===== src/rtl/dds_spi_config_ctrl.sv =====
// Serial configuration controller for a DDS: arbitrates frequency and phase
// word writes round-robin and shifts the granted word out MSB first with a chip select.
module dds_spi_config_ctrl #(
    parameter int unsigned FREQ_WIDTH  = 16,
    parameter int unsigned PHASE_WIDTH = 8,
    parameter int unsigned CLK_DIV     = 4
) (
    input  logic                   sys_clk,
    input  logic                   rst,
    input  logic                   freq_valid,
    input  logic [FREQ_WIDTH-1:0]  freq_word,
    output logic                   freq_ready,
    input  logic                   phase_valid,
    input  logic [PHASE_WIDTH-1:0] phase_word,
    output logic                   phase_ready,
    output logic                   spi_clk,
    output logic                   spi_data,
    output logic                   freq_cs,
    output logic                   phaseshift_cs,
    output logic                   busy,
    output logic                   done
);

    localparam int unsigned MAX_W       = (FREQ_WIDTH > PHASE_WIDTH) ? FREQ_WIDTH : PHASE_WIDTH;
    localparam int unsigned BIT_W       = $clog2(MAX_W + 1);
    localparam int unsigned DIV_W       = (CLK_DIV > 1) ? $clog2(CLK_DIV) : 1;
    localparam int unsigned FREQ_SHIFT  = MAX_W - FREQ_WIDTH;
    localparam int unsigned PHASE_SHIFT = MAX_W - PHASE_WIDTH;
    localparam logic [DIV_W-1:0] DIV_LAST   = DIV_W'(CLK_DIV - 1);
    localparam logic [BIT_W-1:0] FREQ_BITS  = BIT_W'(FREQ_WIDTH);
    localparam logic [BIT_W-1:0] PHASE_BITS = BIT_W'(PHASE_WIDTH);

    typedef enum logic [2:0] {
        S_IDLE,
        S_SETUP,
        S_HIGH,
        S_LOW,
        S_GAP
    } state_t;

    state_t             r_state;
    logic [DIV_W-1:0]   r_div;
    logic [BIT_W-1:0]   r_bits;
    logic [MAX_W-1:0]   r_shift;
    logic               r_last_phase;
    logic               r_spi_clk;
    logic               r_spi_data;
    logic               r_freq_cs;
    logic               r_phase_cs;
    logic               r_busy;
    logic               r_done;

    logic               w_idle;
    logic               w_grant_freq;
    logic               w_grant_phase;
    logic               w_handshake;
    logic               w_div_end;
    logic [MAX_W-1:0]   w_load_word;
    logic [MAX_W-1:0]   w_shift_next;

    // Round-robin: on contention the requester not served last wins.
    assign w_grant_freq  = freq_valid  && (!phase_valid || r_last_phase);
    assign w_grant_phase = phase_valid && (!freq_valid  || !r_last_phase);
    assign w_idle        = (r_state == S_IDLE) && !rst;
    assign freq_ready    = w_idle && w_grant_freq;
    assign phase_ready   = w_idle && w_grant_phase;
    assign w_handshake   = freq_ready || phase_ready;
    assign w_div_end     = (r_div == DIV_LAST);

    // Words are left-aligned so the shifter MSB is always the next bit and zeros follow bit 0.
    assign w_load_word  = w_grant_freq ? (MAX_W'(freq_word) << FREQ_SHIFT)
                                       : (MAX_W'(phase_word) << PHASE_SHIFT);
    assign w_shift_next = r_shift << 1;

    always_ff @(posedge sys_clk) begin
        if (rst) begin
            r_state      <= S_IDLE;
            r_div        <= '0;
            r_bits       <= '0;
            r_shift      <= '0;
            r_last_phase <= 1'b1;
            r_spi_clk    <= 1'b0;
            r_spi_data   <= 1'b0;
            r_freq_cs    <= 1'b0;
            r_phase_cs   <= 1'b0;
            r_busy       <= 1'b0;
            r_done       <= 1'b0;
        end else begin
            r_done <= 1'b0;
            if (r_state != S_IDLE) begin
                r_div <= w_div_end ? '0 : r_div + DIV_W'(1);
            end
            case (r_state)
                S_IDLE: begin
                    r_div <= '0;
                    if (w_handshake) begin
                        r_state      <= S_SETUP;
                        r_shift      <= w_load_word;
                        r_bits       <= w_grant_freq ? FREQ_BITS : PHASE_BITS;
                        r_last_phase <= !w_grant_freq;
                        r_spi_data   <= w_load_word[MAX_W-1];
                        r_freq_cs    <= w_grant_freq;
                        r_phase_cs   <= !w_grant_freq;
                        r_busy       <= 1'b1;
                    end
                end
                S_SETUP: begin
                    if (w_div_end) begin
                        r_state   <= S_HIGH;
                        r_spi_clk <= 1'b1;
                    end
                end
                S_HIGH: begin
                    if (w_div_end) begin
                        r_state    <= S_LOW;
                        r_spi_clk  <= 1'b0;
                        r_shift    <= w_shift_next;
                        r_spi_data <= w_shift_next[MAX_W-1];
                        r_bits     <= r_bits - BIT_W'(1);
                    end
                end
                S_LOW: begin
                    if (w_div_end) begin
                        if (r_bits == '0) begin
                            r_state    <= S_GAP;
                            r_freq_cs  <= 1'b0;
                            r_phase_cs <= 1'b0;
                            r_done     <= 1'b1;
                        end else begin
                            r_state   <= S_HIGH;
                            r_spi_clk <= 1'b1;
                        end
                    end
                end
                S_GAP: begin
                    if (w_div_end) begin
                        r_state <= S_IDLE;
                        r_busy  <= 1'b0;
                    end
                end
                default: begin
                    r_state <= S_IDLE;
                end
            endcase
        end
    end

    assign spi_clk       = r_spi_clk;
    assign spi_data      = r_spi_data;
    assign freq_cs       = r_freq_cs;
    assign phaseshift_cs = r_phase_cs;
    assign busy          = r_busy;
    assign done          = r_done;

endmodule


===== config.mk =====
export PLATFORM = sky130hd
export DESIGN_NAME = dds_spi_config_ctrl
export DESIGN_NICKNAME = d
export VERILOG_FILES = /design/src/rtl/dds_spi_config_ctrl.sv
export SDC_FILE = /design/constraint.sdc
export NUM_CORES = 1
export LEC_CHECK = 0
export ABC_CLOCK_PERIOD_IN_PS = 2500
export CAP_MARGIN = 20
export CORE_ASPECT_RATIO = 0.9
export CORE_MARGIN = 5
export CORE_UTILIZATION = 40
export CTS_CLUSTER_SIZE = 16
export DETAILED_ROUTE_END_ITERATION = 8
export GPL_TIMING_DRIVEN = 1
export PLACE_DENSITY = 0.73
export SLEW_MARGIN = 20
export SYNTH_ARGS = -nofsm -noshare
export SYNTH_HDL_FRONTEND = slang
export SYNTH_SLANG_ARGS = --single-unit
export TNS_END_PERCENT = 5

===== constraint.sdc =====
create_clock -name sys_clk -period 2.5 [get_ports sys_clk]
set_clock_uncertainty 0.1 [all_clocks]
set_input_delay 0.5 -clock sys_clk [delete_from_list [all_inputs] [get_ports sys_clk]]
set_output_delay 0.5 -clock sys_clk [all_outputs]
set_load 0.005 [all_outputs]

==> out/metrics.yaml, run 1 <==
finish:
  syn_to_final_growth_pct: 31.3
  diodes: 0
  n_fill_cell: 387
  num-nets-final: 260
  final_cell_mix: "clkdlybuf4s50_1, dfxtp_1, nor2_1, a21oi_1, buf_4"
  drive_above_1_share: 0.165
  final_common_cell: "clkdlybuf4s50_1"
worst_setup_path:
  crit_buf_inv: 2
  cp_cell_sequence: "clkdlybuf4s50_1, nor3_2, and3_1, clkdlybuf4s50_1"
  cp_common_cell: "clkdlybuf4s50_1"
  critPathMaxFanout: 2
  worstPathRequired_ns: 1.90
  cp.arrival_ns: 1.83
  endpoint_kind: "primary output"
  slowest_delay_ns: 0.50
  cp_top_family: "buffers and inverters"
  worst_setup_path_start_kind: "primary input"
  path_class: "in2out"
  crit_slowest_cell: "clkdlybuf4s50_1"
synthesis:
  ys.warnings.count: 0
  netlist_area_um2: 1700
  synthDistinctLibCells: 37
  ys_seq_elements: 32
  syn_area_per_cell_um2: 8.88
  synth.top_cell.area_share: 0.378
  synthArstFlopShare: 0
  syn_inst: 191
  synth_edf_count: 0
  synth.area.top_cells: "dfxtp_1, a221oi_2, nor2_1, a21oi_1, and3_1"
  syn-num-nets: 221
  synth_top_cell_by_area: "dfxtp_1"
  synth_flop_cell: "dfxtp_1"
  ys_seq_area_frac: 0.378
clocking:
  cts_max_path_buffers: 2
  clkSlewWorstSetupHoldPaths_ns: 0.07
  cts_root_buffer: "clkbuf_8"
  h-tree-depth: 2
  cts_tree: "yes"
  cts_inserted_buffers: 5
  cts_sinks: 32
  worst_skew_pair.late_latency_ns: 0.29
timing:
  grt_setup_unrepaired: "false"
  worst_slew_pin_slew_ns: 0.380
  hold_slack_ns: 0.335
  relSlewSlack: 0.747
  drv_slew: 0
  timing.final.crit_share: 0.974
  fmax_mhz: 411
  finalHoldViolCount: 0
  setup_tns_ns: 0
  fin_crit_ns: 2.43
  setup_viol: 0
floorplanning:
  coreArea_um2: 4100
  start_util: 0.413
  rows: 22
  fp.dieW_um: 78.6
  die_h_um: 71.8
  die-area_um2: 5640
  ios: 36
power_and_ir_drop:
  p_leak_nw: 0.870
  powerDensity_nw_per_um2: 570
  peakVddDrop_mv: 0.277
global_route:
  track_usage: 0.146
  grt_antenna_before_repair: 0
  grt_pass1_wl_um: 6650
  grt_max_degree: 43
  grt_pass1_vias: 1490
  grt.overflow.total: 0
placement:
  hpwl_um: 2750
  portBuffers: 35
  gp_congestion: 0.754
drt:
  drtPass1Iterations: 4
  drtIter0Drc: 183
  antenna_left: 0
  vias: 1562
  routed_wirelength_um: 3900
  drc: 0
  avgViaCountPerCell: 5.60
  drt-wirelength-per-cell_um: 14.0
outcome:
  status: "finished, final reports clean"
min_path:
  worstHoldPathType: "reg2reg"
run:
  drv_cap: 0
## sequential cells by signal, indices dropped and copies added, names as in the netlist
signal         count
spi_clk            1
r_bits             5
busy               1
done               1
r_last_phase       1
r_shift           15
freq_cs            1
r_div              2
spi_data           1
r_state            3
phaseshift_cs      1
## per-layer routing
metal,part of all wire,track usage
met1,0.48,0.183
met2,0.45,0.241
met3,0.053,0.0364
met4,0.014,0.0524
met5,0,0
## stage by stage
| step | util | instances | instance area [um2] | total power [W] | worst slack [ns] |
|---|---|---|---|---|---|
| floorplan | - | 191 | 1700 | 0.000692 | 0.711 |
| global placement | 0.512 | 270 | 2100 | 0.000784 | 0.0485 |
| detailed placement | 0.512 | 270 | 2100 | 0.000786 | 0.0179 |
| CTS | 0.539 | 278 | 2210 | 0.00128 | 0.0150 |
| global route | 0.543 | 279 | 2230 | 0.00133 | 0.00593 |
| finish | 0.543 | 279 | 2230 | 0.00127 | 0.0651 |
## final timing paths
check	start	end	slack, ns	cells after the start
worst min register to register	r_div[0]	r_div[0]	0.33	1
worst min-delay path	r_div[0]	r_div[0]	0.33	1
worst max-delay path	rst	freq_ready	0.07	4
worst max register to register	r_div[0]	r_shift[10]	0.63	5
## what timing repair did
item / CTS / global route
hold buffers: 0 / 0
endpoints found under the setup margin: 0 / 2
resized for setup: 0 / 2
setup buffers: 0 / 1
## report_power, final
part | switching [W] | internal, W | leakage (nW)
sequential | 0.0000178 | 0.000541 | 0.262
combinational | 0.0000962 | 0.000121 | 0.554
clock | 0.000198 | 0.000295 | 0.0541
## cell families after synthesis
logic type | Yosys count | synth area share
simple gates | 85 | 0.276
flops | 32 | 0.378
buf+inv | 22 | 0.0723
fa+ha+maj | 2 | 0.0148
compound gates | 50 | 0.259
## cell type report
cell class / count / area (um2) / share of cell area
clock buffers: 5 / 68.8 / 0.0309
clock inverters: 3 / 42.5 / 0.0191
inverters: 5 / 18.8 / 0.00843
multi-input cells: 137 / 937 / 0.421
flip-flops and latches: 32 / 641 / 0.288
well taps: 48 / 60.1 / 0.0270
repair buffers: 49 / 458 / 0.206
## cell usage after synthesis (all sizes together) (3+ instances only)
library cell,instances
nor2,23
nand3b,8
nand2b,7
buf,10
and3,12
nand3,4
nand2,7
nor3,12
clkbuf,7
o41ai,8
inv,5
a221oi,7
dfxtp,32
a21oi,15
a211oi,8
o21bai,3
No activity file was read; power rests on OpenSTA's default activity.
==> inputs of run 2 (changes only) <==
--- a/config.mk
+++ b/config.mk
@@ -8,7 +8,7 @@
 export ABC_CLOCK_PERIOD_IN_PS = 2500
 export CAP_MARGIN = 20
 export CORE_ASPECT_RATIO = 0.9
-export CORE_MARGIN = 5
+export CORE_MARGIN = 2
 export CORE_UTILIZATION = 40
 export CTS_CLUSTER_SIZE = 16
 export DETAILED_ROUTE_END_ITERATION = 8
==> out/metrics.yaml, run 2 (synthesized netlist as in run 1, its figures left out) <==
timing:
  grt_setup_unrepaired: "false"
  relSlewSlack: 0.746  # -0.000820
  fin_crit_ns: 2.46  # +0.0261 ns
  fmax_mhz: 406  # -1.1%
  setup_tns_ns: 0  # unchanged
  timing.final.crit_share: 0.984  # +0.0104
  finalHoldViolCount: 0  # unchanged
  drv_slew: 0  # unchanged
  worst_slew_pin_slew_ns: 0.376  # -0.00406 ns
  setup_viol: 0  # unchanged
outcome:
  status: "finished, final reports clean"
worst_setup_path:
  reg2reg_from: "r_div[0]"
  cp_top_family: "buffers and inverters"
  cp_common_cell: "clkdlybuf4s50_1"
  endpoint_kind: "primary output"
  slowest_delay_ns: 0.50  # about the same
  r2r_slack_ns: 0.62  # about the same
  reg2reg_depth: 5  # unchanged
  r2r_end: "r_shift[10]"
  path_class: "in2out"
  cp_cell_sequence: "clkdlybuf4s50_1, nand2b_1, nand2_1, and3_1, clkdlybuf4s50_1"
  cp.arrival_ns: 1.86  # +0.03 ns
  critPathMaxFanout: 4  # +2
  worst_setup_path_start_kind: "primary input"
  worstPathRequired_ns: 1.90  # about the same
  crit_slowest_cell: "clkdlybuf4s50_1"
  crit_buf_inv: 2  # unchanged
clocking:
  worst_skew_pair.late_latency_ns: 0.28  # about the same
  cts_root_buffer: "clkbuf_8"
  cts_inserted_buffers: 5  # unchanged
  cts_setup_buffers: 0  # unchanged
  cts_sinks: 32  # unchanged
  cts_tree: "yes"
  h-tree-depth: 2  # unchanged
  clkSlewWorstSetupHoldPaths_ns: 0.06  # about the same
  cts_max_path_buffers: 2  # unchanged
drt:
  avgViaCountPerCell: 5.53  # -1.3%
  drc: 0  # unchanged
  vias: 1548  # -0.90%
  routed_wirelength_um: 3840  # -1.4%
  drtIter0Drc: 142  # -22%
  antenna_left: 0  # unchanged
  drtPass1Iterations: 4  # unchanged
  drt-wirelength-per-cell_um: 13.7  # -1.8%
finish:
  top_register: "r_shift"
  top_regs: "r_shift (15), r_bits (5), r_state (3)"
  utilization: 0.542  # about the same
  largest_reg_flops: 15  # unchanged
  final_cell_mix: "clkdlybuf4s50_1, dfxtp_1, nor2_1, a21oi_1, buf_4"
  syn_to_final_growth_pct: 30.3
  diodes: 0  # unchanged
  num-nets-final: 261  # +0.38%
  final_common_cell: "clkdlybuf4s50_1"
  drive_above_1_share: 0.159  # -0.00502
floorplanning:
  fp.dieW_um: 72.6  # -7.6%
  coreArea_um2: 4070  # -0.67%
  rows: 22  # unchanged
  start_util: 0.416  # +0.00279
  ios: 36  # unchanged
  die_h_um: 65.8  # -8.4%
  die-area_um2: 4780  # -15%
placement:
  portBuffers: 35  # unchanged
  gp_congestion: 0.867  # +15%
  hpwl_um: 2640  # -3.7%
min_path:
  holdPathEnd: "r_div[0]"
  min_from: "r_div[0]"
  worstHoldPathCells: 1  # unchanged
  worstHoldPathType: "reg2reg"
global_route:
  grt_antenna_before_repair: 0  # unchanged
  grt_pass1_wl_um: 6500  # -2.3%
  grt_max_degree: 43  # unchanged
  grt.overflow.total: 0  # unchanged
  track_usage: 0.177  # +0.0314
  grt_pass1_vias: 1425  # -4.4%
run:
  drv_cap: 0  # unchanged
power_and_ir_drop:
  peakVddDrop_mv: 0.363  # +31%
  powerDensity_nw_per_um2: 539  # -5.5%
  p_leak_nw: 0.850  # -2.3%
==> run 2: repair_timing <==
item                                    4_1_cts  5_1_grt
endpoints found under the setup margin        0        2
resized for setup                             0        1
hold buffers                                  0        0
==> run 2: through the flow <==
stage / setup WS [ns] / power, W / std cells / hold slack (ns) / instance area (um2)
2_1_floorplan: 0.711 / 0.000692 / 191 / 0.308 / 1700
3_3_place_gp: 0.0618 / 0.000787 / 272 / 0.320 / 2110
5_1_grt: 0.00640 / 0.00125 / 280 / 0.350 / 2210
6_report: 0.0390 / 0.00119 / 280 / 0.335 / 2210
3_5_place_dp: 0.0308 / 0.000790 / 272 / 0.327 / 2110
4_1_cts: 0.0273 / 0.00120 / 280 / 0.336 / 2200
==> run 2: worst register-to-register path, delay by kind of cell, from the launching register on <==
family	cells	cell delay, ns
compound gates	2	0.56
fa+ha+maj	1	0.33
buf+inv	1	0.23
flops	1	0.33
simple gates	1	0.22
==> run 2: per-layer routing <==
layer / up-vias / track usage / share of wire
li1: 786 / - / -
met1: 727 / 0.229 / 0.49
met2: 33 / 0.282 / 0.46
met3: 2 / 0.0491 / 0.043
met4: 0 / 0.0602 / 0.0075
met5: - / 0 / 0
==> run 2: final cells by class <==
cell class                      instances  area (um2)
Tap cell                               48        60.1
Fill cell                             375        1860
Inverter                                5        18.8
Multi-Input combinational cell        137         937
Sequential cell                        32         641
Clock buffer                            8        90.1
Timing Repair Buffer                   50         463
==> run 2: how the worst max path moves through the flow <==
stage / cells after the start / end / slack [ns] / start
2_1_floorplan: 4 / phase_ready / 0.71 / phase_valid
3_3_place_gp: 5 / phase_ready / 0.06 / phase_valid
3_5_place_dp: 5 / phase_ready / 0.03 / phase_valid
4_1_cts: 5 / phase_ready / 0.03 / phase_valid
5_1_grt: 5 / phase_ready / 0.006 / phase_valid
6_report: 5 / phase_ready / 0.04 / phase_valid
==> run 2: power by group <==
group          leakage, nW  switching [W]  internal [W]
Clock               0.0455       0.000186      0.000224
Combinational        0.543      0.0000976      0.000123
Sequential           0.262      0.0000184      0.000541
==> inputs of run 3 (changes only) <==
--- a/config.mk
+++ b/config.mk
@@ -5,7 +5,7 @@
 export SDC_FILE = /design/constraint.sdc
 export NUM_CORES = 1
 export LEC_CHECK = 0
-export ABC_CLOCK_PERIOD_IN_PS = 2500
+export ABC_CLOCK_PERIOD_IN_PS = 3000
 export CAP_MARGIN = 20
 export CORE_ASPECT_RATIO = 0.9
 export CORE_MARGIN = 2
==> constraint.sdc (replaced) <==
create_clock -name sys_clk -period 3 [get_ports sys_clk]
set_clock_uncertainty 0.1 [all_clocks]
set_input_delay 0.6 -clock sys_clk [delete_from_list [all_inputs] [get_ports sys_clk]]
set_output_delay 0.6 -clock sys_clk [all_outputs]
set_load 0.005 [all_outputs]
==> out/metrics.yaml, run 3 (synthesized netlist as in run 1, its figures left out) <==
finish:
  drive_above_1_share: 0.142  # -0.0179
  num-nets-final: 255  # -2.3%
  final_common_cell: "clkdlybuf4s50_1"
  diodes: 0  # unchanged
  n_fill_cell: 385  # +2.7%
  utilization: 0.534  # -0.00860
  final_cell_mix: "clkdlybuf4s50_1, dfxtp_1, nor2_1, a21oi_1, nor3_1"
  final_area_um2: 2170  # -1.6%
  top_register: "r_shift"
  top_regs: "r_shift (15), r_bits (5), r_state (3)"
  syn_to_final_growth_pct: 28.3
  largest_reg_flops: 15  # unchanged
power_and_ir_drop:
  switching_share: 0.257  # +0.00278
  power_switching_w: 0.000253  # -16%
  p_leak_nw: 0.831  # -2.3%
  power_frac_clock: 0.347  # +0.002
  powerDensity_nw_per_um2: 453  # -16%
  seqPwrFrac: 0.474  # +0.004
  p_total_w: 0.000985  # -17%
  peakVddDrop_mv: 0.225  # -38%
  internal_power_w: 0.000732  # -18%
  p_comb_frac: 0.179  # -0.006
worst_setup_path:
  r2r_end: "r_shift[10]"
  critPathMaxFanout: 8  # +4
  worstPathRequired_ns: 2.30  # +0.40 ns
  r2r_slack_ns: 1.00  # +0.38 ns
  worst_setup_path_start_kind: "primary input"
  endpoint_kind: "primary output"
  reg2reg_depth: 6  # +1
  cp-startpoint: "phase_valid"
  path_class: "in2out"
  cp.arrival_ns: 2.15  # +0.29 ns
  reg2reg_from: "r_state[1]"
  cp-endpoint: "phase_ready"
drt:
  antenna_left: 0  # unchanged
  routed_wirelength_um: 3770  # -1.9%
  avgViaCountPerCell: 5.68  # +2.7%
  vias: 1556  # +0.52%
  drt-wirelength-per-cell_um: 13.8  # +0.22%
  drtPass1Iterations: 4  # unchanged
  drtIter0Drc: 101  # -29%
  drc: 0  # unchanged
timing:
  setup_tns_ns: 0  # unchanged
  drv_slew: 0  # unchanged
  fmax_mhz: 351
  worst_slew_pin_slew_ns: 0.526  # +0.150 ns
  setup_viol: 0  # unchanged
  grt_setup_unrepaired: "false"
  relSlewSlack: 0.648  # -0.0979
  hold_slack_ns: 0.346  # +0.0112 ns
  finalHoldViolCount: 0  # unchanged
  timing.final.crit_share: 0.950
  fin_crit_ns: 2.85
floorplanning:
  fp.dieW_um: 72.6  # unchanged
  rows: 22  # unchanged
  die-area_um2: 4780  # unchanged
  ios: 36  # unchanged
  coreArea_um2: 4070  # unchanged
  start_util: 0.416  # unchanged
  die_h_um: 65.8  # unchanged
placement:
  portBuffers: 35  # unchanged
  placed_cell_area_um2: 2080  # -1.5%
  gp_congestion: 0.829  # -4.4%
  hpwl_um: 2610  # -1.2%
clocking:
  hold_buffers: 0  # unchanged
  cts_max_path_buffers: 2  # unchanged
  clkSlewWorstSetupHoldPaths_ns: 0.07  # about the same
  worst_skew_pair.late_latency_ns: 0.28  # about the same
  cts_tree: "yes"
  cts_setup_buffers: 0  # unchanged
  cts_root_buffer: "clkbuf_8"
  cts_sinks: 32  # unchanged
  cts_inserted_buffers: 5  # unchanged
  h-tree-depth: 2  # unchanged
  cts_resized: 0  # unchanged
global_route:
  grt.overflow.total: 0  # unchanged
  track_usage: 0.165  # -0.0116
  grt_max_degree: 44  # +2.3%
  grt_pass1_vias: 1342  # -5.8%
  grt_pass1_wl_um: 6200  # -4.6%
  grt_antenna_before_repair: 0  # unchanged
min_path:
  worstHoldPathType: "reg2reg"
  min_from: "r_div[0]"
run:
  drv_cap: 0  # unchanged
outcome:
  status: "finished, final reports clean"
==> run 3: area by class of cell <==
class	count	area [um2]	area share
multi-input combinational	137	932	0.429
sequential	32	641	0.295
timing repair buffer	44	430	0.198
clock buffer	6	82.6	0.0380
tap	48	60.1	0.0276
inverter	5	18.8	0.00863
clock inverter	2	10.0	0.00460
==> run 3: metrics by stage <==
step           setup WS [ns]  std cells
3_5_place_dp           0.151        266
4_1_cts                0.147        274
2_1_floorplan           1.01        191
5_1_grt               0.0728        274
3_3_place_gp           0.207        266
6_report               0.149        274
==> run 3: how the worst min path moves through the flow <==
stage | cells past startpoint | to
2_1_floorplan | 1 | r_div[0]
3_3_place_gp | 1 | r_div[0]
3_5_place_dp | 1 | r_div[0]
4_1_cts | 1 | r_div[0]
5_1_grt | 1 | r_div[0]
6_report | 1 | r_div[0]
==> run 3: worst max-delay path, cell delays in order <==
cell and delay, ns:
clkdlybuf4s50_1 0.55, nand2b_1 0.20, nand2_1 0.13, and3_1 0.17, clkdlybuf4s50_1 0.50
==> run 3: routing by layer <==
layer | vias to the layer above | track usage | routed length [um]
met5 | - | 0 | 0
met4 | 0 | 0.0694 | 59
met3 | 7 | 0.0337 | 169
met2 | 42 | 0.252 | 1710
met1 | 727 | 0.226 | 1830
li1 | 780 | - | -
==> run 3: power groups by stage <==
stage / registers [W] / clock network [W] / logic (W)
4_1_cts: 0.000467 / 0.000347 / 0.000178
2_1_floorplan: 0.000474 / 0 / 0.000103
3_5_place_dp: 0.000476 / 0 / 0.000176
6_report: 0.000467 / 0.000341 / 0.000176
5_1_grt: 0.000471 / 0.000367 / 0.000193
3_3_place_gp: 0.000476 / 0 / 0.000175
